$ cat config.mk
export PLATFORM = sky130hd
export DESIGN_NAME = fft_chk_cmp
export DESIGN_NICKNAME = d
export VERILOG_FILES = /design/src/rtl/fft_chk_cmp.sv
export SDC_FILE = /design/constraint.sdc
export NUM_CORES = 1
export LEC_CHECK = 0
export ABC_CLOCK_PERIOD_IN_PS = 1200
export CORE_AREA = 4 4 41 43
export DETAILED_ROUTE_END_ITERATION = 16
export DIE_AREA = 0 0 45 47
export PLACE_DENSITY = 0.63
export SLEW_MARGIN = 0
export SYNTH_ARGS = -nofsm -noshare
export SYNTH_HDL_FRONTEND = slang
export SYNTH_SLANG_ARGS = --single-unit
$ cat constraint.sdc
create_clock -name vclk -period 1.2
set_input_delay 0.24 -clock vclk [all_inputs]
set_output_delay 0.24 -clock vclk [all_outputs]
set_load 0.1 [all_outputs]
$ cat src/rtl/fft_chk_cmp.sv
// Compares one FFT output word against its golden value; exact or within +/-TOL.
// Latency: combinational, zero cycles.
// Backpressure: none; pure function of its inputs. Tolerance mode under FFT_CHK_TOLERANCE_EN.
module fft_chk_cmp #(
    parameter int OUT_W = 17,
    parameter int TOL   = 0
) (
    input  logic [OUT_W-1:0] answer_i,
    input  logic [OUT_W-1:0] gold_i,
    output logic             match_o
);

`ifdef FFT_CHK_TOLERANCE_EN
    logic signed [OUT_W:0] diff;
    logic        [OUT_W:0] mag;

    // Signed distance between answer and gold, accepted when within TOL LSBs
    always_comb begin
        diff    = $signed({answer_i[OUT_W-1], answer_i}) - $signed({gold_i[OUT_W-1], gold_i});
        mag     = diff[OUT_W] ? $unsigned(-diff) : $unsigned(diff);
        match_o = (mag <= (OUT_W+1)'(TOL));
    end
`else
    // TOL only matters in tolerance builds
    logic unused_tol;
    assign unused_tol = ^TOL;

    // Exact bitwise equality
    always_comb begin
        match_o = (answer_i == gold_i);
    end
`endif

endmodule

* After elaboration in Yosys (flattened, before gate mapping)
Index checks and enable logic that the tools add are counted.
** Word-level totals
- ROM bits :: 0
- Memories kept :: 0
- Flip-flop bits (word level) :: 0
- Output and inout bits :: 1
- Bits in latches :: 0
- Bits in writable memories :: 0
** Cells by class
- Multiplexer cells :: 0
- Shift operators :: 0
- $lt $le $gt $ge :: 0
- Divide/modulo/power cells :: 0
- Reduce and logical (&&, ||, !) cells :: 0
- Bitwise operators :: 0
- Equality and inequality tests :: 1
- Multiply operators :: 0
- Add/subtract/negate cells :: 0
** Operator list (count)
- == test 17 bit :: 1

* Logic depth before layout (Yosys ltp)
- Depth after elaboration :: 1
- Mapped depth :: 4
- Gate-level depth less buffers :: 4

* Least setup slack after synthesis
No wires, ideal clock.
- Kind :: in2out
- Start :: input port gold_i[14]
- End :: output port match_o
- Data required time :: 0.960 ns
- Path buffers :: 0
- Arrival time :: 2.386 ns
- Cell stages on the path :: 4
- Slack :: -1.426 ns
- Cell sequence :: xor2_1 > nor4_1 > nand3_1 > nor4_2
** On the way
- Word-level cells in the longest chain between the ends :: 1
** Ends and longest elaborated chain
- start: declaration :: RTL line 9 : input logic [OUT_W-1:0] gold_i,
- == test 17 bit :: RTL line 30 : match_o = (answer_i == gold_i);
- end: declaration :: RTL line 10 : output logic match_o
No other way between the ends.

* Worst setup path after layout
- Start :: input port answer_i[11]
- End :: output port match_o
** On the way
- Word-level cells in the longest chain between the ends :: 1
** Ends and longest elaborated chain
- start: declaration :: RTL line 8 : input logic [OUT_W-1:0] answer_i,
- == test 17 bit :: RTL line 30
No other way between the ends.

==> results.yml <==
floorplan:
  dieArea_um2: 2120
  fp-row-count: 13
  die_height_um: 47
  coreArea_um2: 1300
  io_pins: 35
  initial_core_util_pct: 14.6
  die_w_um: 45
global_route:
  grt_pass1_wl_mm: 1.12
  antenna_found_initial: 0
  grt_pass1_vias: 299
  grt_use_total_pct: 6.92
  overflow: 0
  grt_max_degree: 2
synthesis:
  synth_xor_area_share_pct: 78.3
  synth_top_family_by_area: "XOR/XNOR gates"
  synthMuxAreaShare_pct: 0
  ys_types: 7
  yosysMostFrequentCell: "xor2_1"
  synthTopCellsByArea: "xor2_1, xnor2_1, nor4_1, nor4_2, nand4_1"
  yosysTopAreaCell: "xor2_1"
  synth-simple-area-share_pct: 21.7
  yosysSeqAreaShare_pct: 0
  synth_compound_area_share_pct: 0
  syn_inst: 23
  yosysWarningCount: 0
  avgSynthCellArea_um2: 8.27
  synthesis.area_um2: 190
  synth_common_cells: "xor2_1, xnor2_1, nor4_1"
  synth_fp_nets: 57
  synth_top_area_share_pct: 59.9
  synth-adder-area-share_pct: 0
sta:
  tightestPinTransition_ns: 0.261
  finalCritPeriodShare_pct: 134
  rsz0062_at_grt: "yes"
  setup_slack_ns: -0.408
  timing.fmax_mhz: 622
  relSlewSlack_pct: 82.5
  slew_viol_final: 0
  fin_crit_ns: 1.61
  final_hold_viol_count: 0
  setup_viol: 1
finish:
  nFillCells: 153
  final-seq-area_um2: 0
  drive_gt1_share_pct: 25.9
  numSequentialCells: 0
  nets: 94
  antenna_cells: 0
  synthToLayoutAreaGrowth_pct: 189
  final_cell_count_no_fill: 73
  nClkBuffers: 0
placed_design:
  place_ws_ns: -0.810
  place.gp.congestion: 0.544
  port_buffers: 35
  hpwlAfterDp_um: 715
  dp_cells: 73
worst_setup_path:
  cp-end-kind: "output port"
  cp_max_fo: 1
  crit_path_start_kind: "primary input"
  slowest_stage: "nor4_2"
  slowest_delay_ns: 0.30
  critPathArrivalTime_ns: 1.37
  path_cells: "buf_6 > xor2_1 > nor4_2 > nand3_1 > nor4_4 > buf_12"
  crit_buf_inv: 2
  path_class: "in -> out"
  cp_top_family: "simple AND/OR/NAND/NOR gates"
  worstPathRequired_ns: 0.96
routing:
  vias: 303
  drt_pass1_iterations: 1
  routed_wl_um: 778
  wl_per_cell_um: 10.7
  viasPerCell: 4.15
  first_iter_violations: 0
  ant_nets: 0
  drc: 0
hold_path:
  min_path_type: "in -> out"
power_and_ir_drop:
  power_uw: 145
  max-vdd-ir-drop_uv: 97.9
  leakagePower_uw: 0.000295
  powerDensity_nw_per_um2: 264
clock_network:
  hold_buffers: 0
status:
  violations: "setup timing"
  outcome: "complete, but fails checks"
job:
  maxCapViolCount: 0
==> cells by family (layout without fill, tap and decap cells) <==
kind of cell	after synthesis	count (layout)
AND/OR/NAND/NOR	6	6
buffers and inverters	0	35
XOR/XNOR	17	17
==> layout make-up <==
type	instances	area, um^2	area share [%]
repair buffers	35	325	59.2
well taps	15	18.8	3.42
multi-input cells	23	205	37.4
==> worst min-delay path, stage by stage <==
cell            delay (ns)
dlymetal6s2s_1        0.10
xnor2_1               0.07
nand4_1               0.11
nor4_4                0.07
buf_12                0.16
==> routing by layer <==
| layer | GRT usage, % | up-vias | share of wire, % |
|---|---|---|---|
| met2 | 15.8 | 19 | 58 |
| li1 | - | 149 | - |
| met4 | 0 | 0 | 0 |
| met3 | 1.15 | 0 | 14 |
| met1 | 6.52 | 135 | 28 |
| met5 | 0 | - | 0 |
==> per-stage QoR <==
stage / utilization [%] / area (um^2) / setup TNS, ns / hold WS, ns
after floorplan: - / 199 / -0.808 / 0.771
after global placement: 44.4 / 578 / -0.812 / 1.36
after detailed placement: 44.4 / 578 / -0.810 / 1.37
after CTS: 40.7 / 529 / -0.579 / 1.13
after global routing: 42.2 / 549 / -0.509 / 1.04
final: 42.2 / 549 / -0.408 / 0.988
==> final timing paths <==
kind,from,to,slack [ns],cells after the start
worst max-delay path,answer_i[11],match_o,-0.41,6
worst min-delay path,gold_i[7],match_o,0.99,5
==> power breakdown <==
| part | internal, uW | switching, uW |
|---|---|---|
| combinational | 96.0 | 49.2 |
| clock | 0 | 0 |
| sequential | 0 | 0 |
| total | 96.0 | 49.2 |
==> placed cells by master (no fill, tap or decap), drive strengths merged <==
cell           Yosys  routed
buf                0      13
nand4              1       1
xnor2              4       4
nand3              1       1
xor2              13      13
clkdlybuf4s50      0       4
dlymetal6s2s       0       8
nor4               3       3
nor3               1       1
clkdlybuf4s15      0       9
dlygate4sd2        0       1
==> repair_timing <==
item / in CTS / in global routing
pin swaps: 16 / 7
buffers inserted: 0 / 0
endpoints found under the setup margin: 1 / 1
gates resized for setup: 59 / 8
No activity file was read; power rests on OpenSTA's default activity.
